===== src/rtl/alpharetz_spi_arbiter.sv =====
// alpharetz_spi_arbiter: round-robin arbiter sharing one SPI controller among REQ_CNT requesters
// Ports: sys_clk/async_rst_n/sys_clk_en clocking; req_* requester side (valid/ready, packed payloads);
// rsp_* one-hot response pulse with shared data and timeout flag; start_txn/tx_data/p_addr/end_txn/rx_data
// controller handshake; busy and grant_id status.
module alpharetz_spi_arbiter #(
  parameter int REQ_CNT = 4,
  parameter int SPI_DATA_WIDTH = 8,
  parameter int P_ADDR_WIDTH = 2,
  parameter int TIMEOUT_CYCLES = 1024,
  localparam int GW = $clog2(REQ_CNT),
  localparam int TW = $clog2(TIMEOUT_CYCLES)
) (
  input  logic                              sys_clk,
  input  logic                              async_rst_n,
  input  logic                              sys_clk_en,
  input  logic [REQ_CNT-1:0]                req_valid,
  output logic [REQ_CNT-1:0]                req_ready,
  input  logic [REQ_CNT*SPI_DATA_WIDTH-1:0] req_tx_data,
  input  logic [REQ_CNT*P_ADDR_WIDTH-1:0]   req_p_addr,
  output logic [REQ_CNT-1:0]                rsp_valid,
  output logic [SPI_DATA_WIDTH-1:0]         rsp_rx_data,
  output logic                              rsp_timeout,
  output logic                              start_txn,
  output logic [SPI_DATA_WIDTH-1:0]         tx_data,
  output logic [P_ADDR_WIDTH-1:0]           p_addr,
  input  logic                              end_txn,
  input  logic [SPI_DATA_WIDTH-1:0]         rx_data,
  output logic                              busy,
  output logic [GW-1:0]                     grant_id
);
  localparam logic [1:0] IDLE = 2'd0, ISSUE = 2'd1, WAIT = 2'd2, RESP = 2'd3;
  localparam logic [REQ_CNT-1:0] ONE = REQ_CNT'(1);
  localparam logic [TW-1:0] T_LAST = TW'(TIMEOUT_CYCLES - 1);
  localparam logic [GW-1:0] G_LAST = GW'(REQ_CNT - 1);
  logic [1:0] state;
  logic [GW-1:0] rr_ptr, grant;
  logic found;
  logic [TW-1:0] timer;
  logic [SPI_DATA_WIDTH-1:0] tx_q, rx_q;
  logic [P_ADDR_WIDTH-1:0] addr_q;
  logic timeout_q;
  // Scan from farthest to nearest so the requester closest to rr_ptr is written last and wins.
  always_comb begin
    found = 1'b0;
    grant = '0;
    for (int k = REQ_CNT - 1; k >= 0; k--) begin
      if (req_valid[GW'((int'(rr_ptr) + k) % REQ_CNT)]) begin
        found = 1'b1;
        grant = GW'((int'(rr_ptr) + k) % REQ_CNT);
      end
    end
  end
  // Reset term keeps req_ready low while reset is held even though IDLE is the reset state.
  assign req_ready = (async_rst_n && sys_clk_en && state == IDLE && found) ? ONE << grant : '0;
  assign start_txn = state == ISSUE;
  assign busy = state != IDLE;
  assign rsp_valid = state == RESP ? ONE << grant_id : '0;
  assign rsp_rx_data = rx_q;
  assign rsp_timeout = timeout_q;
  assign tx_data = tx_q;
  assign p_addr = addr_q;
  always_ff @(posedge sys_clk or negedge async_rst_n) begin
    if (!async_rst_n) begin
      state <= IDLE;
      rr_ptr <= '0;
      grant_id <= '0;
      timer <= '0;
      tx_q <= '0;
      rx_q <= '0;
      addr_q <= '0;
      timeout_q <= 1'b0;
    end else if (sys_clk_en) begin
      case (state)
        IDLE: if (found) begin
          tx_q <= req_tx_data[int'(grant)*SPI_DATA_WIDTH +: SPI_DATA_WIDTH];
          addr_q <= req_p_addr[int'(grant)*P_ADDR_WIDTH +: P_ADDR_WIDTH];
          grant_id <= grant;
          state <= ISSUE;
        end
        ISSUE: begin
          timer <= '0;
          state <= WAIT;
        end
        WAIT: if (end_txn) begin
          rx_q <= rx_data;
          timeout_q <= 1'b0;
          state <= RESP;
        end else if (timer == T_LAST) begin
          rx_q <= '0;
          timeout_q <= 1'b1;
          state <= RESP;
        end else begin
          timer <= timer + 1'b1;
        end
        default: begin
          rr_ptr <= grant_id == G_LAST ? '0 : grant_id + 1'b1;
          state <= IDLE;
        end
      endcase
    end
  end
endmodule


===== config.mk =====
export PLATFORM = sky130hd
export DESIGN_NAME = alpharetz_spi_arbiter
export DESIGN_NICKNAME = d
export VERILOG_FILES = /design/src/rtl/alpharetz_spi_arbiter.sv
export SDC_FILE = /design/constraint.sdc
export NUM_CORES = 1
export LEC_CHECK = 0
export ABC_CLOCK_PERIOD_IN_PS = 5050
export CORE_MARGIN = 10
export CORE_UTILIZATION = 47
export CTS_CLUSTER_DIAMETER = 30
export DETAILED_ROUTE_END_ITERATION = 6
export PLACE_DENSITY = 0.86
export SLEW_MARGIN = 20
export SYNTH_ARGS = -nofsm -noshare
export SYNTH_HDL_FRONTEND = slang
export SYNTH_SLANG_ARGS = --single-unit

===== constraint.sdc =====
create_clock -name sys_clk -period 5.05 [get_ports sys_clk]
set_clock_uncertainty 0.1 [all_clocks]
set_input_delay 1.2625 -clock sys_clk [delete_from_list [all_inputs] [get_ports sys_clk]]
set_output_delay 1.2625 -clock sys_clk [all_outputs]
set_load 0.005 [all_outputs]

==> run metrics, run 1 <==
status finished, final reports clean; Comb pwr share 51.0%; most common cell in the netlist dfrtp_1; top cells by area, synth dfrtp_1, nand3_1, mux2_2, ha_1, o21ai_0; Detail Route met2 WL roughly 3200 um; Slew Limit Fails 0; Crit path top cell by count clkdlybuf4s50_1; pre-CTS WS ~0.3 ns; Hold Path Class flop to flop; Synth Register Bits 35; Post-synth EDFFs 0; # rows 24; CTS max path bufs 2; gpl congestion a little over 0.8; WP data required 3.69 ns; wire per inst 17.30 um; Sequential Power Share 34.4%; CP Max Fanout 11; placed insts around 360; synth-to-layout area growth 44.05%; met1 WL 2579 um; Hold Vio Cnt, Final 0; CTS sink cnt 35; max incr delay on CP roughly 0.66 ns; max cap viols 0; post-synth cell types 46; pwr/cell area approximately 420 mW/mm^2; Int Pwr 0.8535 mW; Vias/cell 5.593; Rel. slew slack 45.88%; die area between 0.007 and 0.008 mm^2; fraction of registers with async set/reset 100.0%; number of port buffers 86; f_max ~210 MHz; leakage ~1.3 nW; number of setup buffers added after CTS 0; first-pass GRT wire length 10280 um; synth warn 0; Hold Path Cell Cnt 2; Highest Signal Layer met4; RSZ-0062 raised after global routing false; most frequent cells after synthesis dfrtp_1, nand3_1, o21ai_0, inv_1; Max VDD drop about 0.22 mV; Clock power frac between 10% and 20%; Sw Share ~35%; Mapped Area approximately 0.0022 mm^2; CTS buffer count 5; total power between 1 and 1.5 mW; Synth area leader dfrtp_1; share of layout cells above drive strength 1 12.54%; sequential share of the synthesized area 40.42%; Starting Density 49.09%; Startpoint Class input pin; DR iter-0 viols 91; DP Wirelength 5043 um; prevailing post-synth register cell dfrtp_1; initial antenna violation count 0; Setup CP Type input pin to primary output; measured slew at the worst slew-check pin about 0.81 ns; reg2reg end tx_data[2]$_DFFE_PN0P_; fin util between 70% and 80%; Ports 87; slack of the worst reg-to-reg path roughly 2.7 ns; worst min-delay path endpoint rr_ptr[0]$_DFFE_PN0P_; TritonCTS clock tree done; Pre-antenna DRT Iters 4; hold_sp rr_ptr[0]$_DFFE_PN0P_; CP max-delay cell o22ai_1; fin crit share between 90 and 100%; CTS Root Cell clkbuf_8; Die X-Extent ~90 um; vias in the first global route roughly 2100; layout net count approximately 380; share of the synthesized area in the top cell type 40.42%; hold buffers post-CTS 0; setup TNS 0 ns; Die Y 87.90 um; Post-Syn Area per Cell approximately 9.6 um^2; reg2reg start rr_ptr[1]$_DFFE_PN0P_; met3 wire length 517 um; final wirelength 6297 um; min Tclk post-route approximately 4.8 ns; total track usage around 16%; ANT nets after route 0; Final setup viols 0; htree depth 2; Syn Inst Count roughly 230; worst skew pair latency 0.28 ns; Synthesized Nets slightly below 300; Worst-path clk slew around 0.07 ns; core area ~0.0044 mm^2; Psw around 0.47 mW; Post-Layout Cell Count about 360; Reg2Reg Depth 6; CP Cell Sequence clkdlybuf4s50_1 > a21boi_0 > o22ai_1 > nor2_4 > nor3b_1 > clkdlybuf4s50_1; grt ovf 0; Worst Slack Setup Final about 0.26 ns; post-cts sizing count 0; via count 2036; Residual DRC 0; largest net degree at the start of global routing 36; Worst Path Arrival roughly 3.4 ns; CP endpoint kind primary output
[critical path: cells and delay by family]
kind	cells	cell delay, ns
buf+inv	2	1.07
compound gates	2	0.80
simple gates	2	0.29
[power groups by stage]
stage,registers [mW],logic (mW),clock network [mW]
CTS,0.454,0.684,0.200
global placement,0.454,0.663,0
detailed placement,0.458,0.683,0
finish,0.454,0.673,0.193
global route,0.468,0.743,0.214
floorplan,0.450,0.365,0
[logic make-up after synthesis]
family / Yosys count / synth area share (%)
fa+ha+maj: 10 / 5.774
simple gates: 75 / 18.01
flops: 35 / 40.42
mux: 14 / 7.217
compound gates: 58 / 19.69
buf+inv: 27 / 6.062
xor+xnor: 7 / 2.829
[per-layer routing]
metal | vias up | global-route usage (%)
met5 | - | 0
met4 | 0 | 3.478
met3 | 2 | 6.314
met2 | 73 | 27.05
met1 | 970 | 20.04
li1 | 991 | -
[per-stage QoR]
step	hold slack [ns]	instance area, um^2
after global placement	0.3749	3035
after floorplan	0.3485	2167
after CTS	0.3973	3119
after global routing	0.4417	3119
final	0.4012	3122
after detailed placement	0.3784	3035
[state kept, by name, indices dropped and copies added, names as in the netlist]
name         count
grant_id         2
p_addr           2
rr_ptr           2
rsp_rx_data      8
rsp_timeout      1
state            2
timer           10
tx_data          8
[cell type report]
| cell class | instances | area (um^2) |
|---|---|---|
| fill | 350 | 1292 |
| multi-input combinational | 164 | 1160 |
| timing repair buffer | 89 | 878.3 |
| sequential | 35 | 875.8 |
| clock buffer | 5 | 68.82 |
| tap | 52 | 65.06 |
| inverter | 15 | 56.30 |
| clock inverter | 3 | 15.01 |
| antenna | 1 | 2.502 |
[worst max-delay path by stage]
stage                 startpoint      endpoint  cells past startpoint
finish              req_valid[0]  req_ready[0]                      6
global route        req_valid[0]  req_ready[0]                      6
CTS                 req_valid[0]  req_ready[0]                      6
detailed placement  req_valid[0]  req_ready[0]                      6
global placement    req_valid[0]  req_ready[0]                      6
floorplan           req_valid[3]  req_ready[0]                      6
[layout by cell type, fill, tap and decap left out, types with 2 or more instances in the layout]
cell type / netlist / layout
a211oi_1: 3 / 3
a21boi_0: 2 / 2
a21oi_1: 6 / 6
a22o_1: 3 / 3
and2_1: 5 / 5
and3_1: 2 / 2
and4_1: 2 / 2
buf_4: 1 / 3
clkbuf_8: 0 / 5
clkdlybuf4s50_1: 0 / 85
clkinv_2: 0 / 3
dfrtp_1: 35 / 35
ha_1: 10 / 10
inv_1: 15 / 15
mux2_2: 12 / 12
nand2_1: 11 / 11
nand3_1: 30 / 30
nand4_1: 4 / 4
nor2_1: 12 / 12
o21ai_0: 22 / 22
o221a_2: 9 / 9
o22ai_1: 2 / 2
xnor2_1: 7 / 7
Power figures use the tool's default switching activity.
==> inputs of run 2 (changes only) <==
Settings changed: SETUP_SLACK_MARGIN from default to 0.4.
==> run metrics, run 2 (same netlist as run 1, synthesis figures left out) <==
status finished, final reports clean; Vias/cell ~5.6; wire per inst between 15 and 20 um; hold buffers post-CTS 0; Comb pwr share between 50% and 60%; CP endpoint kind primary output; WP data required 3.69 ns; layout net count between 300 and 400; reg2reg start rr_ptr[1]$_DFFE_PN0P_; DP Wirelength approximately 5000 um; f_max ~220 MHz; largest register by flop count timer; max cap viols 0; pwr/cell area roughly 420 mW/mm^2; fin crit share about nine tenths; RSZ-0062 raised after global routing false; Post-Layout Cell Count 364; multi-input logic area about 0.0012 mm^2; Die Y 87.90 um; worst setup path endpoint req_ready[1]; Rel. slew slack between 60 and 70%; Sw Share around 36%; total track usage approximately 16%; Hold Vio Cnt, Final 0; CTS max path bufs 2; Final setup viols 0; core area roughly 0.0044 mm^2; gpl congestion a little over 0.8; leakage approximately 1.3 nW; Clock power frac ~14%; setup TNS 0 ns; Sequential Area 875.8 um^2; crit path from req_valid[0]; max reg flops 10; htree depth 2; Psw 0.4736 mW; Residual DRC 0; # rows 24; slack of the worst reg-to-reg path 2.72 ns; Ports between 80 and 90; Max VDD drop between 0.2 and 0.25 mV; initial antenna violation count 0; TritonCTS clock tree done; Startpoint Class input pin; share of layout cells above drive strength 1 13.50%; CTS buffer count 5; Starting Density 49.09%; synth-to-layout area growth 45.27%; CP Max Fanout 11; Worst-path clk slew 0.07 ns; most frequent cells in the layout clkdlybuf4s50_1, dfrtp_1, nand3_1; min Tclk post-route around 4.5 ns; Die X-Extent a little under 90 um; placed insts roughly 360; Sequential Power Share approximately 34%; vias in the first global route roughly 2100; reg2reg end p_addr[0]$_DFFE_PN0P_; DR iter-0 viols 102; ANT nets after route 0; Pre-antenna DRT Iters 4; Int Pwr 0.8573 mW; Reg2Reg Depth 6; CTS Root Cell clkbuf_8; grt ovf 0; CTS sink cnt 35; final wirelength 6379 um; measured slew at the worst slew-check pin roughly 0.53 ns; die area 0.007726 mm^2; worst skew pair latency 0.28 ns; largest net degree at the start of global routing 36; via count a little over 2000; Setup CP Type input pin to primary output; first-pass GRT wire length 10270 um; number of port buffers 86; Worst Path Arrival between 3 and 4 ns; most common cell after layout, fill and taps aside clkdlybuf4s50_1; fillers 346; Hold Path Class flop to flop; Slew Limit Fails 0
[run 2: changes by cell type in the layout (fill, tap and decap cells not counted), sizes merged]
cell,change
clkdlybuf4s50,-1
dlymetal6s2s,+1
[run 2: cell type report]
cell class	count	area share, %
multi-input combinational	164	37.60
timing repair buffer	89	27.98
sequential	35	27.82
clock buffer	5	2.186
tap	52	2.067
inverter	15	1.789
clock inverter	3	0.4769
antenna	1	0.07949
[run 2: what timing repair did]
action	4_1_cts	5_1_grt
cloned	0	0
gates resized for setup	2	4
endpoints found under the hold margin	0	0
endpoints found under the setup margin	4	3
buffers inserted	0	0
[run 2: routing by layer]
layer	vias up	share of wire [%]	global-route usage, %
met5	-	0	0
met4	0	0.39	3.768
met3	4	7.9	6.500
met2	65	51	26.98
met1	976	41	19.82
li1	992	-	-
[run 2: per-stage QoR]
stage	setup slack [ns]	utilization, %	power (mW)	hold slack, ns	instance area [um^2]
finish	0.5048	71.32	1.331	0.4024	3148
global route	0.3842	71.26	1.435	0.4464	3146
global placement	0.3546	68.76	1.117	0.3749	3035
floorplan	1.295	-	0.8144	0.3485	2167
detailed placement	0.2928	68.76	1.141	0.3784	3035
CTS	0.4570	70.80	1.341	0.3973	3126
[run 2: worst min-delay path by stage]
| stage | depth (start not counted) | startpoint | to | slack [ns] |
|---|---|---|---|---|
| floorplan | 2 | rr_ptr[0]$_DFFE_PN0P_ | rr_ptr[0]$_DFFE_PN0P_ | 0.35 |
| global placement | 2 | rr_ptr[0]$_DFFE_PN0P_ | rr_ptr[0]$_DFFE_PN0P_ | 0.37 |
| detailed placement | 2 | rr_ptr[0]$_DFFE_PN0P_ | rr_ptr[0]$_DFFE_PN0P_ | 0.38 |
| CTS | 2 | rr_ptr[0]$_DFFE_PN0P_ | rr_ptr[0]$_DFFE_PN0P_ | 0.40 |
| global route | 2 | rr_ptr[0]$_DFFE_PN0P_ | rr_ptr[0]$_DFFE_PN0P_ | 0.45 |
| finish | 2 | rr_ptr[0]$_DFFE_PN0P_ | rr_ptr[0]$_DFFE_PN0P_ | 0.40 |
[run 2: worst max-delay path, stage by stage]
cell and delay (ns):
clkdlybuf4s50_1 0.49, mux2_2 0.32, and2_4 0.21, nor2_4 0.15, nand3_1 0.11, nor2b_1 0.13, clkdlybuf4s50_1 0.51
[run 2: power by group through the flow]
| stage | logic [mW] | clock network (mW) | registers, mW |
|---|---|---|---|
| after CTS | 0.686 | 0.200 | 0.455 |
| after global placement | 0.663 | 0 | 0.454 |
| after global routing | 0.750 | 0.214 | 0.472 |
| final | 0.681 | 0.192 | 0.457 |
| after detailed placement | 0.683 | 0 | 0.458 |
| after floorplan | 0.365 | 0 | 0.450 |
==> inputs of run 3 (changes only) <==
--- a/config.mk
+++ b/config.mk
@@ -6,11 +6,12 @@
 export NUM_CORES = 1
 export LEC_CHECK = 0
-export ABC_CLOCK_PERIOD_IN_PS = 5050
+export ABC_CLOCK_PERIOD_IN_PS = 4350
 export CORE_MARGIN = 10
-export CORE_UTILIZATION = 47
+export CORE_UTILIZATION = 44
 export CTS_CLUSTER_DIAMETER = 30
 export DETAILED_ROUTE_END_ITERATION = 6
-export PLACE_DENSITY = 0.86
+export PLACE_DENSITY = 0.81
 export SETUP_SLACK_MARGIN = 0.4
+export SKIP_LAST_GASP = 1
 export SLEW_MARGIN = 20
 export SYNTH_ARGS = -nofsm -noshare
==> constraint.sdc (replaced) <==
create_clock -name sys_clk -period 4.35 [get_ports sys_clk]
set_clock_uncertainty 0.1 [all_clocks]
set_input_delay 1.0875 -clock sys_clk [delete_from_list [all_inputs] [get_ports sys_clk]]
set_output_delay 1.0875 -clock sys_clk [all_outputs]
set_load 0.1 [all_outputs]
==> run metrics, run 3 (same netlist as run 1, synthesis figures left out) <==
CTS sink cnt 35; Final setup viols 0; Max VDD drop 0.3769 mV; htree depth 2; CP endpoint kind primary output; placed insts 372; most frequent cells in the layout clkdlybuf4s50_1, dfrtp_1, nand3_1; CP max-delay cell or4_4; slack of the worst reg-to-reg path a little under 2 ns; die area 0.008132 mm^2; via count between 2000 and 2500; grt ovf 0; Reg2Reg Depth 7; Residual DRC 0; initial antenna violation count 0; core area around 0.0048 mm^2; Worst Path Arrival 2.72 ns; Hold Vio Cnt, Final 0; # diodes 0; most common cell after layout, fill and taps aside clkdlybuf4s50_1; Slew Limit Fails 0; Sequential Area just under 900 um^2; layout net count approximately 380; CTS buffer count 5; largest register by flop count timer; gpl congestion around 0.8; Hold Path Cell Cnt 2; max incr delay on CP roughly 0.55 ns; worst skew pair latency 0.28 ns; CTS max path bufs 2; fin crit share 89.73%; f_max between 200 and 300 MHz; worst min-delay path endpoint rr_ptr[0]$_DFFE_PN0P_; status finished, final reports clean; total track usage 15.17%; reg2reg end tx_data[1]$_DFFE_PN0P_; CP Cell Sequence clkdlybuf4s50_1 > or4_4 > and3_1 > nand3_1 > nor2b_2 > buf_12; wire per inst 16.80 um; placed instance area 0.003129 mm^2; ANT nets after route 0; leakage 1.341 nW; CP top delay family simple AND/OR/NAND/NOR gates; number of port buffers 86; multi-input logic area roughly 0.0012 mm^2; CTS Root Cell clkbuf_8; # rows 25; Startpoint Class input pin; fillers 410; pwr/cell area about 750 mW/mm^2; Pre-antenna DRT Iters 4; RSZ-0062 raised after global routing false; WP data required 3.16 ns; max reg flops 10; Die Y roughly 90 um; min Tclk post-route between 3 and 4 ns; Hold Slack around 0.40 ns; Worst Path Buf+Inv 2; Rel. slew slack 31.85%; first-pass GRT wire length a little over 10000 um; DR iter-0 viols 73; reg2reg start rr_ptr[1]$_DFFE_PN0P_; Ports 87; final wirelength approximately 6400 um; hold_sp rr_ptr[0]$_DFFE_PN0P_; Hold Path Class flop to flop; synth-to-layout area growth 50.12%; hold buffers post-CTS 0; DP Wirelength roughly 5000 um; measured slew at the worst slew-check pin ~1.0 ns; TritonCTS clock tree done; largest net degree at the start of global routing 32; Setup CP Type input pin to primary output; share of layout cells above drive strength 1 around 18%; setup TNS 0 ns; Worst-path clk slew about 0.07 ns; Post-Layout Cell Count about 380; Die X-Extent between 90 and 100 um; Finished Cell Area roughly 0.0033 mm^2; vias in the first global route roughly 2100; CP Max Fanout 4; Starting Density between 40% and 50%; Vias/cell between 5 and 6; max cap viols 0
[run 3: how the worst max path moves through the flow]
stage	slack, ns	depth (start not counted)	to	from
finish	0.45	6	req_ready[1]	req_valid[2]
detailed placement	0.32	7	req_ready[1]	req_valid[1]
global route	0.42	6	req_ready[0]	req_valid[2]
global placement	0.38	6	req_ready[0]	req_valid[3]
CTS	0.40	7	req_ready[0]	req_valid[0]
floorplan	0.34	6	req_ready[1]	req_valid[2]
[run 3: timing repair]
| item | 4_1_cts | 5_1_grt |
|---|---|---|
| pin swaps | 1 | 0 |
| endpoints found under the setup margin | 4 | 4 |
| setup buffers | 1 | 0 |
| gates resized for setup | 3 | 4 |
[run 3: worst register-to-register path, cell delays in order, from the launching register on]
cell	delay, ns
dfrtp_1	0.50
mux2_2	0.39
and2_4	0.20
nor2_4	0.10
buf_4	0.17
buf_4	0.21
mux2_2	0.36
o221a_2	0.24
[run 3: cell type report]
| class | count | share of cell area, % |
|---|---|---|
| clock buffer | 8 | 3.077 |
| tap | 67 | 2.577 |
| inverter | 15 | 1.731 |
| sequential | 35 | 26.92 |
| timing repair buffer | 92 | 28.81 |
| multi-input combinational | 164 | 36.88 |
[run 3: routing by layer]
layer  track usage, %  vias to the layer above  part of all wire [%]
met5                0                        -                     0
met4            3.316                        0                  0.36
met1            17.55                      964                    43
met2            25.97                       58                    50
met3            5.736                        4                   6.4
li1                 -                      998                     -
[run 3: through the flow]
stage / util (%) / power, mW / setup WS (ns)
2_1_floorplan: - / 1.770 / 0.3450
3_3_place_gp: 65.82 / 2.143 / 0.3774
3_5_place_dp: 65.82 / 2.167 / 0.3168
4_1_cts: 68.18 / 2.436 / 0.4036
5_1_grt: 68.42 / 2.540 / 0.4188
6_report: 68.42 / 2.426 / 0.4468
[run 3: where the power goes]
group,internal (mW),switching [mW],leakage [nW],total (mW)
Sequential,0.441,0.0881,0.437,0.529
Clock,0.144,0.113,0.0515,0.258
Combinational,0.455,1.18,0.852,1.64
Total,1.04,1.39,1.34,2.43
